File: config.mk
export PLATFORM = sky130hd
export DESIGN_NAME = obf_key_loader
export DESIGN_NICKNAME = d
export VERILOG_FILES = /design/src/rtl/obf_key_loader.sv
export SDC_FILE = /design/constraint.sdc
export NUM_CORES = 1
export LEC_CHECK = 0
export CAP_MARGIN = 15
export CORE_UTILIZATION = 30
export DETAILED_ROUTE_END_ITERATION = 12
export GPL_TIMING_DRIVEN = 1
export PLACE_DENSITY = 0.47
export SLEW_MARGIN = 20
export SYNTH_ARGS = -nofsm -noshare
export SYNTH_HDL_FRONTEND = slang
export SYNTH_SLANG_ARGS = --single-unit
File: constraint.sdc
create_clock -name clk_i -period 1.7 [get_ports clk_i]
set_clock_uncertainty 0.2 [all_clocks]
set_input_delay 0.34 -clock clk_i [delete_from_list [all_inputs] [get_ports clk_i]]
set_output_delay 0.34 -clock clk_i [all_outputs]
set_load 0.02 [all_outputs]
File: src/rtl/obf_key_loader.sv
// rtl/obf_key_loader.sv - bit-serial key loader that holds a decoy key on a locked netlist until a full key is loaded.
// Optional trailing even-parity check is compiled in with OBF_KEY_LOADER_PARITY_EN.
module obf_key_loader #(
  parameter int                KEY_W     = 32,
  parameter logic [KEY_W-1:0]  DECOY_KEY = {KEY_W{1'b0}}
) (
  input  logic             clk_i,
  input  logic             rst_ni,
  input  logic             load_start_i,
  input  logic             key_bit_i,
  input  logic             key_valid_i,
  output logic             key_ready_o,
  output logic [KEY_W-1:0] keyinput_o,
  output logic             key_valid_o,
  output logic             load_done_o,
  output logic             load_err_o
);

  localparam int CNT_W = $clog2(KEY_W) + 1;

  localparam logic [1:0] S_IDLE  = 2'd0;
  localparam logic [1:0] S_SHIFT = 2'd1;
`ifdef OBF_KEY_LOADER_PARITY_EN
  localparam logic [1:0] S_PAR   = 2'd2;
`endif
  localparam logic [1:0] S_DONE  = 2'd3;

  logic [1:0]       state;
  logic [CNT_W-1:0] cnt;
  logic [KEY_W-1:0] shreg;
  logic             last_bit;

`ifdef OBF_KEY_LOADER_PARITY_EN
  logic             fail;
  logic             err_q;
  assign key_ready_o = (state == S_SHIFT) || (state == S_PAR);
  assign load_err_o  = err_q;
`else
  assign key_ready_o = (state == S_SHIFT);
  assign load_err_o  = 1'b0;
`endif

  assign last_bit = (cnt == CNT_W'(KEY_W - 1));

  always_ff @(posedge clk_i or negedge rst_ni) begin
    if (!rst_ni) begin
      state       <= S_IDLE;
      cnt         <= '0;
      shreg       <= '0;
      keyinput_o  <= DECOY_KEY;
      key_valid_o <= 1'b0;
      load_done_o <= 1'b0;
`ifdef OBF_KEY_LOADER_PARITY_EN
      fail        <= 1'b0;
      err_q       <= 1'b0;
`endif
    end else begin
      load_done_o <= 1'b0;
      case (state)
        S_IDLE: begin
          if (load_start_i) begin
            state <= S_SHIFT;
            cnt   <= '0;
            shreg <= '0;
`ifdef OBF_KEY_LOADER_PARITY_EN
            fail  <= 1'b0;
            err_q <= 1'b0;
`endif
          end
        end
        S_SHIFT: begin
          // A restart pulse wins over a bit presented in the same cycle.
          if (load_start_i) begin
            cnt   <= '0;
            shreg <= '0;
`ifdef OBF_KEY_LOADER_PARITY_EN
            err_q <= 1'b0;
`endif
          end else if (key_valid_i) begin
            shreg <= {shreg[KEY_W-2:0], key_bit_i};
            cnt   <= cnt + 1'b1;
            if (last_bit) begin
`ifdef OBF_KEY_LOADER_PARITY_EN
              state <= S_PAR;
`else
              state       <= S_DONE;
              load_done_o <= 1'b1;
`endif
            end
          end
        end
`ifdef OBF_KEY_LOADER_PARITY_EN
        S_PAR: begin
          if (load_start_i) begin
            state <= S_SHIFT;
            cnt   <= '0;
            shreg <= '0;
            err_q <= 1'b0;
          end else if (key_valid_i) begin
            // Even parity: key bits plus the parity bit must XOR to zero.
            fail        <= ^{shreg, key_bit_i};
            state       <= S_DONE;
            load_done_o <= 1'b1;
          end
        end
`endif
        S_DONE: begin
          state <= S_IDLE;
`ifdef OBF_KEY_LOADER_PARITY_EN
          if (fail) begin
            keyinput_o  <= DECOY_KEY;
            key_valid_o <= 1'b0;
            err_q       <= 1'b1;
          end else begin
            keyinput_o  <= shreg;
            key_valid_o <= 1'b1;
          end
`else
          keyinput_o  <= shreg;
          key_valid_o <= 1'b1;
`endif
        end
        default: state <= S_IDLE;
      endcase
    end
  end

endmodule

### Word-level counts from Yosys, hierarchy flattened

Cells that the tools add are included.

| storage, ports and cells | value |
|---|---|
| bits in latches | 0 |
| memories | 0 |
| input port bits | 5 |
| word-level logic and storage cells | 36 |
| memory bits (writable) | 0 |
| flip-flop bits (word level) | 74 |
| ROM bits | 0 |
| output and inout port bits | 36 |

| cells by class | value |
|---|---|
| add/subtract/negate cells | 1 |
| reduce and logical (&&, ||, !) cells | 4 |
| $mul | 0 |
| $lt $le $gt $ge | 0 |
| div/mod/pow operators | 0 |
| eq/ne operators | 8 |
| bitwise logic cells | 0 |
| shifts and indexed selects | 0 |
| mux-type cells | 17 |

Operators with widths:

| cell | count |
|---|---|
| $mux W32 | 3 |
| $pmux W32 S2 | 1 |
| $mux W6 | 3 |
| $pmux W6 S2 | 1 |
| $mux W2 | 4 |
| $add A6 B1 Y6 const B | 1 |
| $eq A6 B5 Y1 const B | 1 |
| $ne A2 B2 Y1 const B | 3 |
| $mux W1 | 4 |
| $pmux W2 S2 | 1 |
| $reduce_and A4 Y1 | 1 |
| $ne A3 B3 Y1 const B | 1 |
| $reduce_and A3 Y1 | 1 |
| $eq A2 B1 Y1 const B | 1 |
| $eq A2 B2 Y1 const B | 1 |
| $logic_not A2 Y1 | 1 |
| $ne A2 B1 Y1 const B | 1 |
| $reduce_bool A2 Y1 | 1 |

### Logic depth before layout (Yosys ltp)

| logic depth | value |
|---|---|
| depth after elaboration | 5 |
| gate-level depth with buffers | 6 |

### Worst setup path before layout

No wires, ideal clock.

| path | value |
|---|---|
| path type | reg-to-reg |
| start | register state[0] |
| end | register keyinput_o[0] |
| arrival time | 1.188 ns |
| period minus slack after synthesis | 1.513 ns |
| data required time | 1.375 ns |
| buffers on the path | 2 |
| stages on the path, launching flop included | 5 |
| slack | 0.187 ns |
| cells stage by stage | dfrtp_1 > buf_4 > nand2_1 > buf_2 > mux2_2 |

| on the way | value |
|---|---|
| word-level cells in the longest chain between the ends | 1 |

RTL lines:

| item | RTL line | source |
|---|---|---|
| from (decl) | 28 | `logic [1:0] state;` |
| from (signal assigned) | 47 | `state <= S_IDLE;` |
| from (signal assigned) | 62 | `state <= S_SHIFT;` |
| from (signal assigned) | 86 | `state <= S_DONE;` |
| $eq A2 B2 Y1 | 59 | `case (state)` |
| to (signal assigned) | 119 | `keyinput_o <= shreg;` |
| to (decl) | 13 | `output logic [KEY_W-1:0] keyinput_o,` |

Every way passes these cells.
A chain may end at the register's enable or synchronous reset.

### Worst setup path after layout

| path | value |
|---|---|
| start | input port key_valid_i |
| end | register cnt[0] |

| on the way | value |
|---|---|
| word-level cells in the longest chain between the ends | 2 |

RTL lines:

| item | RTL line | source |
|---|---|---|
| from (decl) | 11 | `input logic key_valid_i,` |
| $ne A3 B3 Y1 (no source line) | n/a |  |
| $reduce_and A3 Y1 (no source line) | n/a |  |
| to (signal assigned) | 81 | `cnt <= cnt + 1'b1;` |
| to (decl) | 29 | `logic [CNT_W-1:0] cnt;` |

Every way passes these cells.

==> summary.md <==
| Metric | Value |
|---|---|
| Outcome | completed |
| Nets | 247 |
| Clock buffer depth | 2 |
| Initial drt markers | slightly above 80 |
| Hold WC Path Type | in2async |
| Dpl cells | 340 |
| DRT Pass-1 Iters | 4 |
| Syn. warnings | 0 |
| Synth area leaders | dfrtp_1, mux2_2, a22o_1, buf_6, buf_2 |
| CP Class | in2reg |
| Fmax | between 600 and 700 MHz |
| Fin. max-slew vios | 0 |
| Initial Utilization | 30.9% |
| Final Worst Setup Slack | between 0.07 and 0.08 ns |
| Routed wire length on met3 | around 220 um |
| Clock root cell | clkbuf_8 |
| Worst Path Arrival | 1.64 ns |
| CP startpoint kind | input pin |
| Area grow syn2layout | 26.7% |
| Final GP Congestion | between 0.7 and 0.8 |
| Place WS | -0.258 ns |
| Post-DP HPWL | ~3300 um |
| CP endpoint kind | flop |
| Post-Syn Nets | ~200 |
| Core Util, Final | 39.2% |
| Layout cells sized above 1 | 26.1% |
| Antenna cells | 0 |
| Via Count | 1726 |
| Hold_ws | between 0.2 and 0.25 ns |
| Initial antenna violation count | 0 |
| Cell Pwr Density | between 900 and 1000 nW/um^2 |
| Drc violations | 0 |
| Gr usage total | 12.0% |
| Netlist cell types | 29 |
| Drt wl/cell | 14.6 um |
| Cell Area, Synth | around 2800 um^2 |
| Top-count cell post-synth | dfrtp_1 |
| Die Y | around 99 um |
| Worst-path clk slew | 0.08 ns |
| MaxCap Viol Count | 0 |
| Fin cells | approximately 360 |
| Area leader, netlist | dfrtp_1 |
| Vias/cell | 4.85 |
| CTS tree | built |
| Post-synth top cells | dfrtp_1, mux2_2, a22o_1 |
| Seq cells post-synth | 74 |
| Dominant synthesized flop cell | dfrtp_1 |
| Largest net degree at the start of global routing | 29 |
| Top routing layer in use | met4 |
| Port-buffer cells | 39 |
| Ys async rst share | 100% |
| Share of the synthesized area in the top cell type | between 60 and 70% |
| DR WL met2 | approximately 2300 um |
| Syn avg cell area | about 15 um^2 |
| Die Wd | about 99 um |
| CP required | about 1.7 ns |
| Total CTS buffers | 9 |
| Postcts setup bufs | 0 |
| Final WL | 5190 um |
| H-tree levels | 3 |
| Placed inst area | roughly 3400 um^2 |
| Top Ports | between 40 and 50 |
| Fin crit period | approximately 1.6 ns |
| Gr ovfl total | 0 |
| Setup-failing EPs final | 0 |
| LEAKAGE | between 1.5 and 2 nW |
| Die area | between 9000 and 10000 um^2 |
| RSZ-0062 raised after global routing | no |
| Sequential share of the synthesized area | between 60% and 70% |
| Routed Antenna Nets | 0 |
| CP max FO | 28 |
| Mapped Cells | roughly 190 |
| Post-route cell area | 3600 um^2 |
| EDFF count, synth | 0 |
| Clock sink count | 74 |
| Final hold vios | 0 |
| Worst skew pair latency | approximately 0.33 ns |
| Worst VDD drop | about 0.37 mV |
| Core Box Area | slightly above 9000 um^2 |
| # rows | 35 |
| Crit share post-route | a little over nine tenths |
| Number of global-route vias before repair | approximately 1800 |
| Wire length on met1 | 2600 um |
| First-pass GRT wire length | about 9000 um |
[cells by family after synthesis]
group	share of synthesized area (%)
adder cells (fa/ha/maj)	0.440
AO/OA/AOI/OAI	12.1
flip-flops	65.1
other	0.132
AND/OR/NAND/NOR	5.54
buffers and inverters	3.56
multiplexers	13.1
[layer usage]
layer | global-route usage (%) | vias to the layer above
met3 | 2.60 | 9
met1 | 16.5 | 879
li1 | - | 802
met2 | 17.5 | 36
met5 | 0 | -
met4 | 7.13 | 0
[cell usage in the layout, fill, tap and decap left out]
| master | count |
|---|---|
| dlygate4sd2_1 | 34 |
| clkbuf_2 | 1 |
| a22o_1 | 32 |
| ha_1 | 1 |
| and3_1 | 1 |
| dlygate4sd3_1 | 1 |
| and2b_1 | 1 |
| a21oi_2 | 1 |
| o211ai_1 | 2 |
| nor3b_1 | 3 |
| dfrtp_1 | 74 |
| nand3_1 | 4 |
| nor2_1 | 2 |
| o311ai_1 | 1 |
| buf_6 | 1 |
| nor2b_1 | 1 |
| nand2b_1 | 1 |
| nor4b_1 | 1 |
| and4bb_4 | 1 |
| or3_1 | 1 |
| conb_1 | 1 |
| nand4_1 | 1 |
| nand2_1 | 6 |
| mux2_2 | 33 |
| buf_4 | 8 |
| buf_12 | 5 |
| clkinv_2 | 1 |
| clkdlybuf4s50_1 | 3 |
| clkbuf_8 | 12 |
| bufinv_16 | 1 |
| or2_1 | 1 |
| clkbuf_1 | 1 |
| nand3b_1 | 1 |
| nand4bb_1 | 1 |
| o31ai_1 | 1 |
| o21ai_0 | 5 |
[registers in the layout, summed over array words and instances, names as in the netlist]
name	flops
load_done_o	1
key_valid_o	1
shreg	32
state	2
cnt	6
keyinput_o	32
[area by class of cell]
| type | instances | area [um^2] |
|---|---|---|
| Tap cell | 111 | 139 |
| Clock inverter | 2 | 35.0 |
| Sequential cell | 74 | 1850 |
| Timing Repair Buffer | 53 | 514 |
| Fill cell | 910 | 5590 |
| Clock buffer | 13 | 169 |
| Multi-Input combinational cell | 103 | 895 |
[where the power goes]
part / switching [mW] / total [mW] / leakage [nW] / internal (mW)
combinational: 0.0782 / 0.128 / 0.775 / 0.0494
clock: 0.595 / 1.38 / 0.106 / 0.789
sequential: 0.00735 / 1.77 / 1.03 / 1.77
[what timing repair did]
item / CTS / global route
hold endpoints to repair: 60 / 0
gates cloned: 0 / 0
hold buffers: 1 / 0
gates resized for setup: 36 / 3
endpoints found under the setup margin: 35 / 3
[metrics by stage]
| stage | power [mW] | TNS (ns) |
|---|---|---|
| finish | 3.29 | 0 |
| global route | 3.44 | 0 |
| CTS | 3.34 | 0 |
| detailed placement | 1.94 | -8.55 |
| global placement | 1.94 | -8.37 |
| floorplan | 1.86 | 0 |
[worst paths after layout]
path | slack (ns) | depth (start not counted) | startpoint | end
max reg2reg | 0.10 | 4 | state[1] | cnt[0]
min reg2reg | 0.27 | 1 | key_valid_o | key_valid_o
min | 0.23 | 2 | rst_ni | keyinput_o[8]
min in group clk_i | 0.27 | 1 | key_valid_o | key_valid_o
max | 0.07 | 5 | key_valid_i | cnt[0]
max in group asynchronous | 0.59 | 3 | rst_ni | key_valid_o
[critical path, stage by stage]
cell and delay, ns:
clkdlybuf4s50_1 0.52, a21oi_2 0.08, or2_1 0.25, buf_12 0.18
mux2_2 0.26
No activity file was read; power rests on OpenSTA's default activity.
